===== src/rtl/hazard_scoreboard.sv =====
// Hazard unit for the F/D/E/M/W pipeline: M/W->E forwarding, load-use, memory-wait and branch stall/flush,
// register scoreboard for long-latency ops, and saturating stall/flush cycle counters. Outputs are combinational.
module hazard_scoreboard #(
   parameter int REG_AW   = 5,
   parameter int MAX_LONG = 4,
   parameter int CNT_W    = 16
) (
   input  logic                    clk,
   input  logic                    reset,
   input  logic [REG_AW-1:0]       rs1_D,
   input  logic [REG_AW-1:0]       rs2_D,
   input  logic [REG_AW-1:0]       rd_D,
   input  logic                    long_op_D,
   input  logic [REG_AW-1:0]       rs1_E,
   input  logic [REG_AW-1:0]       rs2_E,
   input  logic [REG_AW-1:0]       rd_E,
   input  logic [1:0]              rf_wr_sel_E,
   input  logic                    long_op_E,
   input  logic                    pcSource_E,
   input  logic [REG_AW-1:0]       rd_M,
   input  logic [REG_AW-1:0]       rd_W,
   input  logic                    regWrite_M,
   input  logic                    regWrite_W,
   input  logic                    long_done,
   input  logic [REG_AW-1:0]       long_rd,
   input  logic                    memValid1,
   input  logic                    memValid2,
   output logic [1:0]              forwardA_E,
   output logic [1:0]              forwardB_E,
   output logic                    stall_F,
   output logic                    stall_D,
   output logic                    stall_E,
   output logic                    stall_M,
   output logic                    stall_W,
   output logic                    flush_F,
   output logic                    flush_D,
   output logic                    flush_E,
   output logic                    flush_M,
   output logic                    flush_W,
   output logic [(2**REG_AW)-1:0]  busy_q,
   output logic [3:0]              long_cnt,
   output logic [CNT_W-1:0]        stall_cycles,
   output logic [CNT_W-1:0]        flush_cycles
);

   localparam int         NREG       = 2**REG_AW;
   localparam logic [3:0] MAX_LONG_C = 4'(MAX_LONG);

   logic [NREG-1:0]  r_busy;
   logic [3:0]       r_long_cnt;
   logic [CNT_W-1:0] r_stall_cnt;
   logic [CNT_W-1:0] r_flush_cnt;

   logic            w_mem_wait;
   logic            w_load;
   logic            w_sb_hz;
   logic            w_cap_hz;
   logic            w_hold_D;
   logic            w_issue;
   logic            w_done_eff;
   logic            w_set_en;
   logic            w_clr_en;
   logic [NREG-1:0] w_busy_nxt;

   // Forwarding: M is the younger producer, so it beats W.
   always_comb begin
      forwardA_E = 2'b00;
      if (regWrite_M && rs1_E == rd_M && rs1_E != '0)
         forwardA_E = 2'b01;
      else if (regWrite_W && rs1_E == rd_W && rs1_E != '0)
         forwardA_E = 2'b10;

      forwardB_E = 2'b00;
      if (regWrite_M && rs2_E == rd_M && rs2_E != '0)
         forwardB_E = 2'b01;
      else if (regWrite_W && rs2_E == rd_W && rs2_E != '0)
         forwardB_E = 2'b10;
   end

   assign w_mem_wait = ~memValid1 | ~memValid2;
   assign w_load     = (rf_wr_sel_E == 2'b10) && (rd_E != '0) &&
                       ((rs1_D == rd_E) || (rs2_D == rd_E));
   assign w_sb_hz    = r_busy[rs1_D] | r_busy[rs2_D] | (r_busy[rd_D] && (rd_D != '0));
   assign w_cap_hz   = long_op_D && (r_long_cnt == MAX_LONG_C);
   assign w_hold_D   = w_load | w_sb_hz | w_cap_hz;

   assign stall_F = w_hold_D | w_mem_wait;
   assign stall_D = stall_F;
   assign stall_E = w_mem_wait;
   assign stall_M = w_mem_wait;
   assign stall_W = w_mem_wait;

   // A memory wait freezes E in place rather than replacing it with a bubble.
   assign flush_D = pcSource_E | reset;
   assign flush_E = ((w_hold_D | pcSource_E) & ~w_mem_wait) | reset;
   assign flush_F = reset;
   assign flush_M = reset;
   assign flush_W = reset;

   assign w_issue    = long_op_E & ~stall_E & ~flush_E & ~reset;
   assign w_done_eff = long_done && (r_long_cnt != 4'd0);
   assign w_set_en   = w_issue && (rd_E != '0);
   assign w_clr_en   = long_done && (long_rd != '0);

   // Set is applied after clear so a fresh issue supersedes a completing op on the same register.
   always_comb begin
      w_busy_nxt = r_busy;
      for (int i = 1; i < NREG; i++) begin
         if (w_clr_en && long_rd == REG_AW'(i))
            w_busy_nxt[i] = 1'b0;
         if (w_set_en && rd_E == REG_AW'(i))
            w_busy_nxt[i] = 1'b1;
      end
      w_busy_nxt[0] = 1'b0;
   end

   always_ff @(posedge clk) begin
      if (reset) begin
         r_busy      <= '0;
         r_long_cnt  <= 4'd0;
         r_stall_cnt <= '0;
         r_flush_cnt <= '0;
      end else begin
         r_busy <= w_busy_nxt;

         case ({w_issue, w_done_eff})
            2'b10:   r_long_cnt <= r_long_cnt + 4'd1;
            2'b01:   r_long_cnt <= r_long_cnt - 4'd1;
            default: r_long_cnt <= r_long_cnt;
         endcase

         if (stall_F && r_stall_cnt != '1)
            r_stall_cnt <= r_stall_cnt + CNT_W'(1);
         if (pcSource_E && r_flush_cnt != '1)
            r_flush_cnt <= r_flush_cnt + CNT_W'(1);
      end
   end

   assign busy_q       = r_busy;
   assign long_cnt     = r_long_cnt;
   assign stall_cycles = r_stall_cnt;
   assign flush_cycles = r_flush_cnt;

endmodule


===== config.mk =====
export PLATFORM = sky130hd
export DESIGN_NAME = hazard_scoreboard
export DESIGN_NICKNAME = d
export VERILOG_FILES = /design/src/rtl/hazard_scoreboard.sv
export SDC_FILE = /design/constraint.sdc
export NUM_CORES = 1
export LEC_CHECK = 0
export BUFFER_PORTS_ARGS = -buffer_cell sky130_fd_sc_hd__buf_4
export CELL_PAD_IN_SITES_DETAIL_PLACEMENT = 2
export CELL_PAD_IN_SITES_GLOBAL_PLACEMENT = 2
export CORE_MARGIN = 2
export CORE_UTILIZATION = 30
export CTS_CLUSTER_SIZE = 16
export DETAILED_ROUTE_END_ITERATION = 8
export PLACE_DENSITY_LB_ADDON = 0.1
export SYNTH_ARGS = -nofsm -noshare
export SYNTH_HDL_FRONTEND = slang
export SYNTH_SLANG_ARGS = --single-unit

===== constraint.sdc =====
create_clock -name clk -period 5.85 [get_ports clk]
set_clock_uncertainty 0.2 [all_clocks]
set_input_delay 1.4625 -clock clk [delete_from_list [all_inputs] [get_ports clk]]
set_output_delay 1.4625 -clock clk [all_outputs]
set_load 0.1 [all_outputs]

Word-level counts from Yosys, hierarchy flattened
Index checks and enable logic that the tools add are counted. W data, S select, Z words.

Equality and inequality tests: 74. $add $sub $neg: 4. Bitwise gates (word level): 18. Magnitude comparators: 3. Muxes and demuxes: 73. Reduce and logical (&&, ||, !) cells: 118.

Operators by type and width (count): $eq A5 B5 Y1 const B (32); $eq A5 B4 Y1 const B (16); $logic_and A1 B1 Y1 (79); $mux W1 (65); $reduce_bool A2 Y1 (32); $eq A5 B3 Y1 const B (8); $add A16 B1 Y16 const B (2); $ne A16 B16 Y1 const B (2); $eq A5 B5 Y1 (6); $reduce_bool A5 Y1 (5); $eq A5 B2 Y1 const B (4); $lt A5 B6 Y1 const B (3); $bmux W1 S5 (3); $eq A5 B1 Y1 const B (2); $or A1 B1 Y1 (9); $mux W2 (4); $pmux W4 S2 (1); $not A1 Y1 (5); $add A4 B1 Y4 const B (1); $and A1 B1 Y1 (4); $eq A2 B2 Y1 const B (2); $eq A4 B3 Y1 const B (1); $reduce_bool A4 Y1 (1); $sub A4 B1 Y4 const B (1); other kinds (2) (2).

Input port bits: 57. Output and inout bits: 82. Logic and storage cells: 325. Flip-flop bits (word level): 68.

Longest topological paths before layout
Depth after elaboration: 15. Depth in mapped cells: 16. Depth with buffers taken out: 13.

Worst setup path after synthesis
Ideal clock, no wire load.

Path type: input -> output. Start point: input port rd_M[0]. End point: output port forwardB_E[1]. Arrival: 6559 ps. Required time: 4188 ps. Buffers on the path: 0. Path slack: -2372 ps. Stages: 4. Path through: xnor2_1 nand4_1 nor4_1 nor4_1.

Word-level cells in the longest chain between the ends: 4.

RTL lines: from (decl) (RTL line 20) `input logic [REG_AW-1:0] rd_M,`; $eq A5 B5 Y1 (RTL line 74) `if (regWrite_M && rs2_E == rd_M && rs2_E != '0)`; $logic_and A1 B1 Y1 (2 in a row) (RTL line 74); $mux W2 (RTL line 74); to (decl) (RTL line 29) `output logic [1:0] forwardB_E,`.

No other way between the ends.

Worst setup path in the final report
Start point: input port rs1_D[0]. End point: output port stall_D.

Word-level cells in the longest chain between the ends: 7. Elaborated cells on any way between the ends: 10. Classes of those cells: 1 x eq/ne; 2 x mux; 5 x bitwise; 2 x reduce/logical.

RTL lines: from (decl) (RTL line 10) `input logic [REG_AW-1:0] rs1_D,`; $bmux W1 S5 (RTL line 83) `assign w_sb_hz = r_busy[rs1_D] | r_busy[rs2_D] | (r_busy[rd_D] && (rd_D != '0));`; $mux W1 (implied by the code) (RTL line 83); $or A1 B1 Y1 (2 in a row) (RTL line 83); $or A1 B1 Y1 * (2 in a row) (RTL line 85) `assign w_hold_D = w_load | w_sb_hz | w_cap_hz;`; $or A1 B1 Y1 * (RTL line 87) `assign stall_F = w_hold_D | w_mem_wait;`; to (decl) (RTL line 31) `output logic stall_D,`.

Every way passes the cells marked *; elsewhere a longest branch is shown, timed or not. The select of a mux whose other input is x is not followed.

==> flow_summary_export.csv <==
group,metric,value,unit
critical_path,worstPathMaxFanout,8,
global_routing,track_usage,0.2156,
die,io_pins,139,
detailed_routing,firstDrtPassIters,4,
sta,fin_ws,0.4132,ns
detailed_routing,wl,17060,um
cells_and_area,multi_input_area,0.002965,sq mm
detailed_routing,drt_iter0_drc,212,
yosys,synth_nets,571,
yosys,synth_area,0.004498,sq mm
cells_and_area,nFillCells,1614,
critical_path,crit_type,"input port to primary output",
sta,fmax,0.1839,GHz
clock_tree,cts_buffers,9,
yosys,synth_seq_cells,67,
global_routing,grt_pass1_wl,27230,um
yosys,synth_ff_type,"dfxtp_1",
sta,tightest_slew,0.9023,ns
power_and_ir_drop,power,1.258,mW
clock_tree,cts_resized,0,
global_routing,antenna_found_initial,0,
critical_path,r2r_start,"busy_q[8]",
die,placementRows,44,
die,die_w,126.5,um
yosys,synth_top_cell_area_share,0.2982,
detailed_routing,ant_nets,0,
power_and_ir_drop,ir_drop,128.7,uV
critical_path,crit_family,"simple AND/OR/NAND/NOR gates",
global_routing,first_global_vias,4921,
clock_tree,ctsHoldBuffers,0,
min_path,holdCritPathClass,"flop to flop",
detailed_routing,wl_per_cell,20.96,um
critical_path,reg2reg_depth,14,
critical_path,r2r_end,"long_cnt[3]",
place,dp_hpwl,13250,um
sta,setup_viol,0,
yosys,yosys_warnings,0,
clock_tree,worstSkewPairLatency,0.34,ns
yosys,synth_edf_count,0,
detailed_routing,avgViaCountPerCell,5.550,
sta,finalCritPeriodShare,0.9294,
cells_and_area,area.growth.synth_to_final,32.18,%
clock_tree,cts_tree,"done",
die,core-area,0.01459,sq mm
yosys,synth_cell_types,56,
status,outcome,"complete, no violations",
clock_tree,clk_path_buf_depth,2,
critical_path,cp_common_cell,"buf_4",
die,die_h,126.5,um
place,port_buffers,137,
critical_path,worstPathRequired,4.19,ns
sta,period_needed,5.437,ns
clock_tree,h-tree-depth,3,
min_path,hold_path_startpoint,"stall_cycles[13]",
global_routing,globalRoute.totalOverflow,0,
die,die-area,0.01599,sq mm
yosys,yosys.area.top_type,"dfxtp_1",
min_path,min_to,"stall_cycles[13]",
run,cap_viol_max_count,0,
critical_path,slowest_stage,"or4_4",
critical_path,path_buf_inv,3,
cells_and_area,layout.cells.non_filler,814,
detailed_routing,drcViolationCount,0,
place,dp_slack,0.4186,ns
power_and_ir_drop,leakage,2.261,nW
clock_tree,clk_pin_slew_worst_paths,0.06,ns
place,place_inst,798,
place,globalplace.congestion,0.8643,
yosys,async_flop_share,0,
die,start_util,0.3083,
cells_and_area,final_util,0.4075,
min_path,holdPathStages,2,
cells_and_area,fin_nets,688,
power_and_ir_drop,powerDensity,211.5,mW/mm^2
critical_path,critPathMaxStageDelay,0.58,ns
sta,max_slew_margin,0.3933,
yosys,ys_seq_area_frac,0.2982,
yosys,avgSynthCellArea,8.854,sq um
cells_and_area,regArea,0.001341,sq mm
yosys,synthCells,508,
clock_tree,clkSinkCount,67,
cells_and_area,drive_above_1_share,0.3190,
critical_path,ff2ff_setup_slack,1.82,ns
global_routing,grt_max_degree,52,
clock_tree,cts_root_buf,"clkbuf_16",
sta,fin_setup_tns,0,ns
critical_path,arrival,3.77,ns
critical_path,critPathCaptureType,"primary output",
critical_path,crit_cells,8,
critical_path,crit_path_start_kind,"input port",
clock_tree,cts_setup_buffers,0,
sta,drv_slew,0,
cells_and_area,layout_common_cells,"141 x buf_4, 67 x dfxtp_1, 39 x nor2_1",
sta,rsz0062_at_grt,"false",
sta,hold_violations,0,
critical_path,cp_cell_sequence,"buf_4, mux4_2, mux2i_1, nor3b_1, or4_4, nor4_4, clkinvlp_4, buf_4",
cells_and_area,antenna-diode-count,0,
detailed_routing,via_count,4518,
cells_and_area,mostFrequentLayoutCell,"buf_4",
yosys,synth_area_leaders,"dfxtp_1 30%, mux4_2 10%, xnor2_1 6.8%",
-- stage by stage --
stage / instance area (sq um) / hold slack (ns)
after global placement: 5644 / 0.2908
after global routing: 5946 / 0.3532
final: 5946 / 0.2993
after floorplan: 4559 / 0.7197
after CTS: 5946 / 0.3033
after detailed placement: 5644 / 0.2943
-- logic make-up (layout without fill, tap and decap cells) --
kind of cell | count (synthesis) | in the layout | synth area share
simple gates | 207 | 207 | 0.2554
compound gates | 94 | 94 | 0.1402
flops | 67 | 67 | 0.2982
buf+inv | 47 | 169 | 0.05118
xor+xnor | 46 | 46 | 0.08957
mux | 40 | 40 | 0.1463
fa+ha+maj | 6 | 6 | 0.01836
other cells | 1 | 1 | 0.0008337
-- report_power, final --
group	switching (mW)	internal (mW)	total [mW]	leakage, nW
Clock	0.226	0.332	0.558	0.142
Sequential	0.00595	0.460	0.466	0.540
Combinational	0.157	0.0768	0.234	1.58
Total	0.388	0.869	1.26	2.26
-- registers in the layout, summed over array words and instances (netlist names) --
signal and flops:
flush_cycles 16, busy_q 31, long_cnt 4, stall_cycles 16
-- cells in the mapped netlist (all sizes together) (2+ instances only) --
library cell,count
or2,6
and3b,6
nand2b,6
nand4b,2
nand2,32
nand3b,2
nand4,16
a21oi,14
mux2,6
o211ai,18
xor2,11
or3,6
o311ai,3
mux4,20
inv,12
o31ai,10
and4,2
or4,5
o21ai,36
mux2i,14
nor3b,6
dfxtp,67
nor2,39
nor4,12
clkbuf,14
a22oi,3
nand3,38
ha,5
o41ai,3
nor2b,12
xnor2,35
and3,6
nor3,9
buf,21
-- final cells by class --
cell class | instances | share of cell area
sequential | 67 | 0.2256
inverter | 12 | 0.008207
multi-input combinational | 394 | 0.4987
timing repair buffer | 141 | 0.1780
clock inverter | 7 | 0.01284
tap | 184 | 0.03872
clock buffer | 9 | 0.03788
-- how the worst max path moves through the flow --
| stage | startpoint | endpoint | slack [ns] |
|---|---|---|---|
| after detailed placement | rs1_D[0] | stall_D | 0.42 |
| final | rs1_D[0] | stall_D | 0.41 |
| after global routing | rs1_D[0] | stall_F | 0.28 |
| after global placement | rs1_D[0] | stall_D | 0.44 |
| after floorplan | rs2_E[1] | forwardB_E[1] | 0.03 |
| after CTS | rs1_D[0] | stall_D | 0.41 |
-- metal layers --
layer	global-route usage	vias to the layer above	part of all wire	routed length, um
met5	0	-	0	0
met4	0.05882	0	0.014	244
met3	0.03332	20	0.049	837
met2	0.3847	132	0.51	8691
met1	0.2698	2251	0.43	7288
li1	-	2115	-	-
-- tightest hold or removal path: cells and delay by family, from the launching register on --
kind,cells,cell delay (ns)
DFF,1,0.33
AOI/OAI and AO/OA,2,0.12
Note: power is estimated with default switching activity, not from simulation.
